### src/rtl/tap_pkg.sv
// Shared TAP definitions: state encoding, opcode values and the default device ID.
// The optional IDCODE register is enabled by defining TAP_IDCODE_EN.
package tap_pkg;

  // Conventional 1149.1 encoding, so tap_state matches common debugger displays.
  typedef enum logic [3:0] {
    EXIT2_DR         = 4'h0,
    EXIT1_DR         = 4'h1,
    SHIFT_DR         = 4'h2,
    PAUSE_DR         = 4'h3,
    SELECT_IR        = 4'h4,
    UPDATE_DR        = 4'h5,
    CAPTURE_DR       = 4'h6,
    SELECT_DR        = 4'h7,
    EXIT2_IR         = 4'h8,
    EXIT1_IR         = 4'h9,
    SHIFT_IR         = 4'hA,
    PAUSE_IR         = 4'hB,
    RUN_TEST_IDLE    = 4'hC,
    UPDATE_IR        = 4'hD,
    CAPTURE_IR       = 4'hE,
    TEST_LOGIC_RESET = 4'hF
  } tap_state_t;

  // Opcode values; BYPASS is all ones at whatever IR width is chosen.
  localparam int unsigned OPC_EXTEST         = 0;
  localparam int unsigned OPC_SAMPLE_PRELOAD = 1;
  localparam int unsigned OPC_IDCODE         = 2;

  localparam logic [31:0] DEFAULT_IDCODE = 32'h1000_0001;

  function automatic logic is_shift_state(input tap_state_t s);
    return (s == SHIFT_DR) || (s == SHIFT_IR);
  endfunction

endpackage

### src/rtl/tap_fsm.sv
// Pure IEEE 1149.1 TMS state machine; the registered state is the Moore output.
module tap_fsm
  import tap_pkg::*;
(
  input  logic       TCK,
  input  logic       TRST,
  input  logic       TMS,
  output tap_state_t state
);

  always_ff @(posedge TCK or negedge TRST) begin
    if (!TRST) begin
      state <= TEST_LOGIC_RESET;
    end else begin
      case (state)
        TEST_LOGIC_RESET: state <= TMS ? TEST_LOGIC_RESET : RUN_TEST_IDLE;
        RUN_TEST_IDLE:    state <= TMS ? SELECT_DR        : RUN_TEST_IDLE;
        SELECT_DR:        state <= TMS ? SELECT_IR        : CAPTURE_DR;
        CAPTURE_DR:       state <= TMS ? EXIT1_DR         : SHIFT_DR;
        SHIFT_DR:         state <= TMS ? EXIT1_DR         : SHIFT_DR;
        EXIT1_DR:         state <= TMS ? UPDATE_DR        : PAUSE_DR;
        PAUSE_DR:         state <= TMS ? EXIT2_DR         : PAUSE_DR;
        EXIT2_DR:         state <= TMS ? UPDATE_DR        : SHIFT_DR;
        UPDATE_DR:        state <= TMS ? SELECT_DR        : RUN_TEST_IDLE;
        SELECT_IR:        state <= TMS ? TEST_LOGIC_RESET : CAPTURE_IR;
        CAPTURE_IR:       state <= TMS ? EXIT1_IR         : SHIFT_IR;
        SHIFT_IR:         state <= TMS ? EXIT1_IR         : SHIFT_IR;
        EXIT1_IR:         state <= TMS ? UPDATE_IR        : PAUSE_IR;
        PAUSE_IR:         state <= TMS ? EXIT2_IR         : PAUSE_IR;
        EXIT2_IR:         state <= TMS ? UPDATE_IR        : SHIFT_IR;
        UPDATE_IR:        state <= TMS ? SELECT_DR        : RUN_TEST_IDLE;
        default:          state <= TEST_LOGIC_RESET;
      endcase
    end
  end

endmodule

### src/rtl/tap_ctrl.sv
// TAP controller top: state machine, instruction register, bypass/IDCODE registers
// and negedge TDO stage. Define TAP_IDCODE_EN to build the IDCODE register.
module tap_ctrl
  import tap_pkg::*;
#(
  parameter int unsigned IR_WIDTH   = 4,
  parameter logic [31:0] IDCODE_VAL = DEFAULT_IDCODE
) (
  input  logic                TCK,
  input  logic                TRST,
  input  logic                TMS,
  input  logic                TDI,
  input  logic                bsr_tdo,
  output logic                TDO,
  output logic                tdo_en,
  output logic                dr_capture,
  output logic                dr_shift,
  output logic                dr_update,
  output logic                bsr_select,
  output logic                mode,
  output logic [IR_WIDTH-1:0] ir_out,
  output logic [3:0]          tap_state
);

  localparam logic [IR_WIDTH-1:0] IR_EXTEST  = IR_WIDTH'(OPC_EXTEST);
  localparam logic [IR_WIDTH-1:0] IR_SAMPLE  = IR_WIDTH'(OPC_SAMPLE_PRELOAD);
  localparam logic [IR_WIDTH-1:0] IR_IDCODE  = IR_WIDTH'(OPC_IDCODE);
  localparam logic [IR_WIDTH-1:0] IR_BYPASS  = '1;
  localparam logic [IR_WIDTH-1:0] IR_CAPTURE = IR_WIDTH'(1);
`ifdef TAP_IDCODE_EN
  localparam logic [IR_WIDTH-1:0] IR_DEFAULT = IR_IDCODE;
`else
  localparam logic [IR_WIDTH-1:0] IR_DEFAULT = IR_BYPASS;
`endif

  tap_state_t          state;
  logic [IR_WIDTH-1:0] ir_sr;
  logic [IR_WIDTH-1:0] ir_act;
  logic                byp;
  logic                sel_bsr;
  logic                sel_idcode;
  logic                sel_bypass;
  logic                id_tdo;
  logic                tdo_mux;
  logic                tdo_q;
  logic                tdo_en_q;

  tap_fsm u_fsm (
    .TCK   (TCK),
    .TRST  (TRST),
    .TMS   (TMS),
    .state (state)
  );

  // Instruction decode; unknown opcodes fall through to BYPASS.
  assign sel_bsr    = (ir_act == IR_EXTEST) || (ir_act == IR_SAMPLE);
`ifdef TAP_IDCODE_EN
  assign sel_idcode = (ir_act == IR_IDCODE);
`else
  assign sel_idcode = 1'b0;
`endif
  assign sel_bypass = !sel_bsr && !sel_idcode;

  always_ff @(posedge TCK or negedge TRST) begin
    if (!TRST) begin
      ir_sr <= IR_CAPTURE;
    end else begin
      case (state)
        CAPTURE_IR: ir_sr <= IR_CAPTURE;
        SHIFT_IR:   ir_sr <= {TDI, ir_sr[IR_WIDTH-1:1]};
        default:    ir_sr <= ir_sr;
      endcase
    end
  end

  // The default is loaded on the edge that enters TEST_LOGIC_RESET, so it is
  // already active while the controller sits in that state.
  always_ff @(posedge TCK or negedge TRST) begin
    if (!TRST) begin
      ir_act <= IR_DEFAULT;
    end else if (TMS && (state == TEST_LOGIC_RESET || state == SELECT_IR)) begin
      ir_act <= IR_DEFAULT;
    end else if (state == UPDATE_IR) begin
      ir_act <= ir_sr;
    end
  end

  always_ff @(posedge TCK or negedge TRST) begin
    if (!TRST) begin
      byp <= 1'b0;
    end else if (state == CAPTURE_DR) begin
      byp <= 1'b0;
    end else if (state == SHIFT_DR && sel_bypass) begin
      byp <= TDI;
    end
  end

`ifdef TAP_IDCODE_EN
  logic [31:0] id_sr;

  always_ff @(posedge TCK or negedge TRST) begin
    if (!TRST) begin
      id_sr <= IDCODE_VAL;
    end else if (state == CAPTURE_DR) begin
      id_sr <= IDCODE_VAL;
    end else if (state == SHIFT_DR && sel_idcode) begin
      id_sr <= {TDI, id_sr[31:1]};
    end
  end

  assign id_tdo = id_sr[0];
`else
  logic unused_idcode;
  assign unused_idcode = ^IDCODE_VAL;
  assign id_tdo        = 1'b0;
`endif

  always_comb begin
    tdo_mux = 1'b0;
    case (state)
      SHIFT_IR: tdo_mux = ir_sr[0];
      SHIFT_DR: begin
        if (sel_bsr)         tdo_mux = bsr_tdo;
        else if (sel_idcode) tdo_mux = id_tdo;
        else                 tdo_mux = byp;
      end
      default:  tdo_mux = 1'b0;
    endcase
  end

  // Retime on the falling edge so TDO is stable for the next rising edge downstream.
  always_ff @(negedge TCK or negedge TRST) begin
    if (!TRST) begin
      tdo_q    <= 1'b0;
      tdo_en_q <= 1'b0;
    end else begin
      tdo_en_q <= is_shift_state(state);
      tdo_q    <= is_shift_state(state) ? tdo_mux : 1'b0;
    end
  end

  assign TDO        = tdo_q;
  assign tdo_en     = tdo_en_q;
  assign dr_capture = (state == CAPTURE_DR) || (state == SHIFT_DR);
  assign dr_shift   = (state == SHIFT_DR);
  assign dr_update  = (state == UPDATE_DR);
  assign bsr_select = sel_bsr;
  assign mode       = (ir_act == IR_EXTEST);
  assign ir_out     = ir_act;
  assign tap_state  = state;

endmodule

### config.mk
export PLATFORM = sky130hd
export DESIGN_NAME = tap_ctrl
export DESIGN_NICKNAME = d
export VERILOG_FILES = /design/src/rtl/tap_pkg.sv /design/src/rtl/tap_fsm.sv /design/src/rtl/tap_ctrl.sv
export SDC_FILE = /design/constraint.sdc
export NUM_CORES = 1
export LEC_CHECK = 0
export CAP_MARGIN = 10
export CORE_MARGIN = 1
export CORE_UTILIZATION = 40
export CTS_BUF_LIST = sky130_fd_sc_hd__clkbuf_4 sky130_fd_sc_hd__clkbuf_8
export CTS_CLUSTER_DIAMETER = 120
export CTS_CLUSTER_SIZE = 40
export DETAILED_ROUTE_END_ITERATION = 8
export PLACE_DENSITY_LB_ADDON = 0.1
export REMOVE_ABC_BUFFERS = 1
export SYNTH_ARGS = -nofsm -noshare
export SYNTH_HDL_FRONTEND = slang
export SYNTH_SLANG_ARGS = --single-unit
### constraint.sdc
create_clock -name TCK -period 1.3 [get_ports TCK]
set_input_delay 0.26 -clock TCK [delete_from_list [all_inputs] [get_ports TCK]]
set_output_delay 0.26 -clock TCK [all_outputs]
set_load 0.005 [all_outputs]
==> reports/results.ini, run 1 <==
[final_layout]
final_cell_mix = buf_4 (27), buf_6 (23), nand2_1 (10), dfstp_2 (9), buf_2 (7)
fin_cells = 166
drive_gt1_frac = 0.645
antennaDiodeCount = 0
final_nets = 147
fin_util = 0.818
fillers = 109
area_growth_syn_to_layout_pct = 89.5
layout_commonest_cell = buf_4

[die]
placementRows = 15
ioPinCount = 20
die_height_um = 45.6
die_w_um = 45.6
core_area_um2 = 1760
die_area_um2 = 2080
start_util = 0.432

[setup_path]
cp-start-kind = flop
crit_top_cell = buf_6
critical_path_class = flop to flop
reg2regPathDepth = 5
r2r_slack_ns = -0.59
rr_endpoint = tdo_en
crit_path_max_fanout = 3
cp_num_buf_inv = 3
worstPathRequired_ns = 0.98
slowest_stage = dfstp_2
critPathTopFamily = flip-flops
end_kind = flop
critical_path_arrival_ns = 1.57
crit_path_cell_trace = or2b_1, buf_6, buf_4, buf_6, nor2_4
critPathMaxStageDelay_ns = 0.55
reg2reg_from = u_fsm.state[1]

[power_and_ir_drop]
ir_worst_vdd_uv = 1550
p_comb_frac = 0.671
seqPwrFrac = 0.254
p_clk_frac = 0.075
power_switching_w = 0.00140
p_sw_frac = 0.373
p_per_area_nw_per_um2 = 2600
power_leakage_nw = 0.721
power_w = 0.00375
intPower_w = 0.00235

[detailed_routing]
viasPerCell = 5.01
drc_errors = 0
drt_wl_total_mm = 2.69
vias = 832
postRouteAntennaNets = 0
route.detailed.wl_per_inst_um = 16.2
first_iter_violations = 15
drt_first_pass_iters = 4

[clocking]
cts_hold_buf = 0
cts_sinks = 15
cts_root_buf = clkbuf_4
cts_tree = built
clockBufferDepth = 2
worstSkewPairLatency_ns = 0.30
cts_buffers = 3
h-tree-depth = 1
path_clk_slew_ns = 0.10

[timing]
final_hold_viol_count = 0
finalClockSkew_ns = 0.0135
setup_viol = 22
rsz0062_at_grt = yes
whs_ns = 0.333
worst_pin_slew_ns = 0.221
relSlewSlack = 0.853
tns_ns = -6.20
report.final.slew_viol_count = 0
setup_ws_ns = -0.592

[placed_design]
portBuffers = 19
gp_congestion = 0.771
placedCellCount = 143
dp_hpwl_mm = 1.41

[synthesis]
ys_ff_latch = 15
async_flop_share = 1.00
ys_types = 31
syn_area_um2 = 762
synth-edff-count = 0
synth.avg_cell_area_um2 = 9.90
synthFlopType = dfstp_2
seq_area_frac_synth = 0.507
netlist_instances = 77
synth_warnings = 0

[global_routing]
grtUsageTotal = 0.251
grt_pass1_wl_mm = 3.60
grt_pass1_vias = 780
grt_max_degree = 12
grt_overflow = 0
grt_antenna_before_repair = 0

[status]
violations = setup timing
status = complete, but fails checks

[flow_run]
cap_violations = 0

[min_path]
hold_path.class = input port to asynchronous set/reset pin

worst max path at each step:
stage	from	endpoint	slack [ns]	cells past startpoint
after global routing	u_fsm.state[1]	TDO	-0.62	4
after detailed placement	u_fsm.state[1]	TDO	-0.52	3
final	u_fsm.state[1]	tdo_en	-0.59	5
after CTS	u_fsm.state[1]	TDO	-0.55	4
after global placement	u_fsm.state[1]	TDO	-0.50	3
after floorplan	u_fsm.state[1]	TDO	-0.58	3
cells by family (layout without fill, tap and decap cells):
group / count (synthesis) / after routing / synth area share
DFF: 15 / 15 / 0.507
and+or+nand+nor: 32 / 32 / 0.240
muxes: 3 / 3 / 0.0394
AOI/OAI and AO/OA: 19 / 19 / 0.159
buffers and inverters: 8 / 72 / 0.0542
cells in the mapped netlist (all sizes together) (2+ instances only):
| cell type | instances | share of area |
|---|---|---|
| dfstp | 9 | 0.31 |
| nand2b | 4 | 0.033 |
| nor3b | 2 | 0.026 |
| dfrtp | 4 | 0.13 |
| mux2i | 3 | 0.039 |
| inv | 4 | 0.020 |
| nor2 | 3 | 0.015 |
| o21ai | 6 | 0.039 |
| a21oi | 6 | 0.039 |
| nor3 | 2 | 0.013 |
| nand3b | 2 | 0.025 |
| nand2 | 14 | 0.069 |
| o211ai | 2 | 0.026 |
| or3 | 2 | 0.023 |
| buf | 4 | 0.034 |
| dfrtn | 2 | 0.066 |
registers in the layout, summed over array words and instances, names as in the netlist:
name and cells:
byp 1, tdo_en 1, ir_out 4, TDO 1, u_fsm.state 4, ir_sr 4
timing repair:
action,4_1_cts,5_1_grt
gates cloned,1,0
setup endpoints to repair,27,27
pin swaps,7,10
resized for setup,81,19
buffers inserted,13,6
cell type report:
type	instances	area, um2	share of cell area
clock inverters	1	5.00	0.00347
well taps	25	31.3	0.0217
clock buffers	3	22.5	0.0156
flip-flops and latches	15	387	0.268
multi-input cells	54	419	0.290
repair buffers	64	564	0.391
inverters	4	15.0	0.0104
power groups by stage:
stage	Sequential, W	Combinational (W)	Clock [W]
after floorplan	0.00103	0.000534	0
after global placement	0.000925	0.00159	0
after detailed placement	0.000945	0.00161	0
after CTS	0.000924	0.00215	0.000285
after global routing	0.000968	0.00266	0.000296
final	0.000952	0.00252	0.000280
layer usage:
| layer | track usage | wire (um) |
|---|---|---|
| met5 | 0 | 0 |
| met4 | 0.127 | 23 |
| met3 | 0.0278 | 80 |
| met2 | 0.411 | 1380 |
| met1 | 0.325 | 1210 |
metrics by stage:
step                instance area, um2  worst slack, ns
floorplan                          736           -0.577
global placement                  1150           -0.498
detailed placement                1150           -0.521
CTS                               1350           -0.554
global route                      1440           -0.623
finish                            1440           -0.592
(Power assumes the default switching activity.)
==> inputs of run 2 (changes only) <==
--- a/config.mk
+++ b/config.mk
@@ -16,4 +16,5 @@
 export REMOVE_ABC_BUFFERS = 1
 export SYNTH_ARGS = -nofsm -noshare
 export SYNTH_HDL_FRONTEND = slang
+export SYNTH_HIERARCHICAL = 1
 export SYNTH_SLANG_ARGS = --single-unit
==> run 2 against run 1 <==
Compared with the run above: the run still ends with setup timing left; critical path type unchanged; worst hold slack improved by 0.029 ns; clock skew fell by 0.0039 ns; total power is 0.19% lower; combinational power rose by 2%; synthesized cell count is 6.5% lower; sequential power is 3.6% lower.
==> reports/results.ini, run 2 <==
[status]
status = complete, but fails checks
violations = setup timing

[setup_path]
critical_path_class = flop to flop
end_kind = flop
worstPathRequired_ns = 0.93
cp_num_buf_inv = 0
critical_path_arrival_ns = 1.40
slowest_stage = dfstp_2
crit_path_cell_trace = or3b_4, a221oi_2
crit_path_max_fanout = 3
cp-start-kind = flop
critPathMaxStageDelay_ns = 0.55
critPathTopFamily = flip-flops

[final_layout]
final_nets = 144
fillers = 104
layout_commonest_cell = buf_6
final_cell_area_um2 = 1450
area_growth_syn_to_layout_pct = 92.8
final_cell_mix = buf_6 (30), buf_4 (20), dfstp_2 (9), nand2_1 (8), buf_2 (6)
antennaDiodeCount = 0
fin_cells = 163
drive_gt1_frac = 0.659

[timing]
final_hold_viol_count = 0
relSlewSlack = 0.844
report.final.slew_viol_count = 0
rsz0062_at_grt = yes
setup_viol = 24
worst_pin_slew_ns = 0.231
whs_ns = 0.362
setup_ws_ns = -0.466
finalClockSkew_ns = 0.00954

[clocking]
cts_root_buf = clkbuf_4
h-tree-depth = 1
clockBufferDepth = 2
cts_buffers = 3
cts_tree = built
path_clk_slew_ns = 0.10
cts_sinks = 15
worstSkewPairLatency_ns = 0.28

[detailed_routing]
drt_first_pass_iters = 5
first_iter_violations = 16
route.detailed.wl_per_inst_um = 14.5
drt_wl_total_mm = 2.37
postRouteAntennaNets = 0
drc_errors = 0
viasPerCell = 4.92
vias = 802

[global_routing]
grt_pass1_wl_mm = 3.17
grt_antenna_before_repair = 0
grtUsageTotal = 0.229
grt_overflow = 0
grt_pass1_vias = 698
grt_max_degree = 14

[synthesis]
synth_top_cell_by_area = dfstp_2
synth-edff-count = 0
synth-xor-area-share = 0
synthFlopType = dfstp_2
synthAdderAreaFrac = 0
ys_types = 33
synth.avg_cell_area_um2 = 10.4
synth_warnings = 6
async_flop_share = 1.00
synthTopCellsByCount = nand2_1 (11), dfstp_2 (9), o21ai_0 (5), dfrtp_1 (4), nor2_1 (4)
syn_area_um2 = 749
synth-compound-area-share = 0.150
yosys.area.top_type_share = 0.316
synthSimpleGateAreaFrac = 0.255
ys_top_cells_by_area = dfstp_2 (32%), dfrtp_1 (13%), dfrtn_1 (6.7%), nand2_1 (5.5%), mux2i_1 (4.0%)
ys_ff_latch = 15
seq_area_frac_synth = 0.516
yosysMostFrequentCell = nand2_1
netlist_instances = 72
synth_top_family_by_area = simple AND/OR/NAND/NOR gates
synthMuxAreaShare = 0.0401

[placed_design]
portBuffers = 19
gp_congestion = 0.717
placedCellCount = 130
placed_cell_area_um2 = 1090
dp_hpwl_mm = 1.19

[die]
die_area_um2 = 2050
die_w_um = 45.3
start_util = 0.429
placementRows = 15
die_height_um = 45.3
ioPinCount = 20
core_area_um2 = 1750

[power_and_ir_drop]
power_w = 0.00374
p_per_area_nw_per_um2 = 2590
ir_worst_vdd_uv = 1460
power_leakage_nw = 0.710

[flow_run]
cap_violations = 0

[min_path]
hold_path.class = input port to asynchronous set/reset pin

-- run 2: cells by family (layout without fill, tap and decap cells) --
family,Yosys count,in the layout
compound gates,16,16
mux,3,3
simple gates,32,32
buf+inv,6,72
flops,15,15
-- run 2: stage by stage --
stage / util / TNS (ns) / worst slack (ns)
finish: 0.828 / -4.62 / -0.466
global route: 0.828 / -5.88 / -0.512
CTS: 0.738 / -5.03 / -0.460
detailed placement: 0.625 / -4.56 / -0.482
global placement: 0.625 / -4.37 / -0.461
floorplan: - / -1.02 / -0.532
-- run 2: path summary, 6_finish.rpt --
kind / start / cells after the start / slack [ns] / endpoint
worst max-delay path: u_fsm/state[1] / 2 / -0.47 / TDO
worst min-delay path: TRST / 2 / 0.36 / ir_sr[1]
worst max register to register: u_fsm/state[1] / 2 / -0.47 / TDO
worst min register to register: ir_sr[3] / 2 / 0.55 / ir_sr[3]
max in group asynchronous: TRST / 1 / 0.45 / TDO
min in group TCK: ir_sr[3] / 2 / 0.55 / ir_sr[3]
-- run 2: power by group --
group	internal [W]	switching, W
clock network	0.000114	0.000148
logic	0.00157	0.000990
registers	0.000769	0.000149
-- run 2: cell type report --
cell class | count | area [um2] | area share
flip-flops and latches | 15 | 387 | 0.268
well taps | 25 | 31.3 | 0.0216
repair buffers | 64 | 602 | 0.416
multi-input cells | 51 | 382 | 0.264
inverters | 4 | 16.3 | 0.0113
clock inverters | 1 | 5.00 | 0.00346
clock buffers | 3 | 22.5 | 0.0156
-- run 2: repair_timing --
action	4_1_cts	5_1_grt
hold buffers	0	0
pin swaps	11	11
resized for setup	85	28
endpoints found under the setup margin	26	28
buffers inserted	19	17
-- run 2: worst register-to-register path, stage by stage, from the launching register on --
cell and delay (ns):
dfstp_2 0.55, or3b_4 0.40, a221oi_2 0.18
-- run 2: layer usage --
layer | vias up | GRT usage | share of wire
met5 | - | 0 | 0
met4 | 0 | 0.127 | 0.027
met3 | 8 | 0.0360 | 0.034
met2 | 24 | 0.380 | 0.51
met1 | 380 | 0.282 | 0.43
li1 | 390 | - | -
==> inputs of run 3 (changes only) <==
==> constraint.sdc (replaced) <==
create_clock -name TCK -period 2.1 [get_ports TCK]
set_input_delay 0.42 -clock TCK [delete_from_list [all_inputs] [get_ports TCK]]
set_output_delay 0.42 -clock TCK [all_outputs]
set_load 0.005 [all_outputs]
==> run 3 against run 2 <==
Compared with the run above: the flow still finishes with violations (setup timing); clock skew fell by 0.0047 ns; flip-flop and latch count unchanged; clock-buffer cell count is the same; cell count is 20% lower; clock power shrank 37%; non-clock buffer count down 33; register-to-register slack improved by 0.44 ns; critical path depth is 1 lower.
==> reports/results.ini, run 3 (same netlist as run 2, synthesis figures left out) <==
[final_layout]
final_cell_mix = clkdlybuf4s50_1 (13), nand2_1 (10), buf_4 (10), dfstp_2 (9), o21ai_0 (5)
fin_cells = 130
area_growth_syn_to_layout_pct = 44.1
antennaDiodeCount = 0
layout_commonest_cell = clkdlybuf4s50_1
final_nets = 111
drive_gt1_frac = 0.352

[die]
ioPinCount = 20
die_height_um = 45.3
die_area_um2 = 2050
die_w_um = 45.3
placementRows = 15
start_util = 0.429
core_area_um2 = 1750

[detailed_routing]
first_iter_violations = 3
viasPerCell = 5.08
drt_first_pass_iters = 4
route.detailed.wl_per_inst_um = 12.1
vias = 660
drc_errors = 0
postRouteAntennaNets = 0
drt_wl_total_mm = 1.58

[global_routing]
grt_max_degree = 16
grt_pass1_wl_mm = 2.62
grt_overflow = 0
grtUsageTotal = 0.178
grt_antenna_before_repair = 0
grt_pass1_vias = 602

[clocking]
cts_hold_buf = 0
cts_sinks = 15
path_clk_slew_ns = 0.09
clockBufferDepth = 2
cts_tree = built
cts_root_buf = clkbuf_4
h-tree-depth = 1
worstSkewPairLatency_ns = 0.28
cts_buffers = 3

[setup_path]
cp.depth = 1
slowest_stage = dfrtn_1
critical_path_class = flop to output port
worstPathRequired_ns = 1.68
cp_num_buf_inv = 1
critical_path_arrival_ns = 1.82
crit_path_max_fanout = 1
crit_path_cell_trace = buf_2
reg2reg_from = ir_out[2]
worstSetupEndpoint = TDO
crit_start = TDO
critPathMaxStageDelay_ns = 0.38
end_kind = output port
reg2regPathDepth = 4
r2r_slack_ns = -0.03
critPathTopFamily = flip-flops
rr_endpoint = TDO
cp-start-kind = flop

[power_and_ir_drop]
ir_worst_vdd_uv = 710
p_clk_frac = 0.104
power_leakage_nw = 0.504
seqPwrFrac = 0.346
p_comb_frac = 0.551
p_per_area_nw_per_um2 = 1470
power_switching_w = 0.000558
intPower_w = 0.00103
p_sw_frac = 0.352

[status]
violations = setup timing
status = complete, but fails checks

[timing]
worst_pin_slew_ns = 0.366
report.final.slew_viol_count = 0
setup_ws_ns = -0.135
relSlewSlack = 0.755
final_hold_viol_count = 0
rsz0062_at_grt = yes
finalClockSkew_ns = 0.00484
setup_viol = 3

[min_path]
hold_path.class = input port to asynchronous set/reset pin

[placed_design]
gp_congestion = 0.717
dp_hpwl_mm = 1.10
portBuffers = 19
pre_cts_slack_ns = -0.226
placedCellCount = 124

[flow_run]
cap_violations = 0

## run 3: power by group through the flow
| stage | logic [W] | registers [W] | clock network, W |
|---|---|---|---|
| floorplan | 0.000318 | 0.000645 | 0 |
| global placement | 0.000819 | 0.000547 | 0 |
| detailed placement | 0.000836 | 0.000552 | 0 |
| CTS | 0.000878 | 0.000549 | 0.000173 |
| global route | 0.000965 | 0.000563 | 0.000182 |
| finish | 0.000873 | 0.000549 | 0.000164 |
## run 3: worst min-delay path by stage
stage,depth (start not counted),endpoint,from
floorplan,0,byp,TRST
global placement,2,ir_sr[2],ir_sr[2]
detailed placement,2,ir_sr[2],ir_sr[2]
CTS,2,byp,TRST
global route,2,byp,TRST
finish,2,byp,TRST
## run 3: final cells by class
cell class,count,area (um2)
clock buffer,3,22.5
clock inverter,1,5.00
fill,155,666
inverter,4,20.0
multi-input combinational,51,345
sequential,15,387
tap,25,31.3
timing repair buffer,31,269
## run 3: timing repair
action                     in CTS  in global routing
setup endpoints to repair       8                  5
buffers inserted                2                  0
gates resized for setup        18                  3
pin swaps                       5                  0
## run 3: through the flow
stage	setup TNS [ns]	instance area [um2]	hold WS, ns	util	power, W
after floorplan	-0.132	737	0.124	-	0.000963
after global placement	-0.592	1030	0.497	0.592	0.00137
after detailed placement	-0.606	1030	0.505	0.592	0.00139
after CTS	-0.334	1080	0.520	0.621	0.00160
after global routing	-0.409	1080	0.538	0.619	0.00171
final	-0.299	1080	0.517	0.619	0.00159
## run 3: layer usage
metal,vias to the layer above,share of wire,GRT usage,wire [um]
li1,325,-,-,-
met1,320,0.50,0.261,785
met2,13,0.46,0.264,734
met3,2,0.033,0.0240,52
met4,0,0.0038,0.0727,6
met5,-,0,0,0
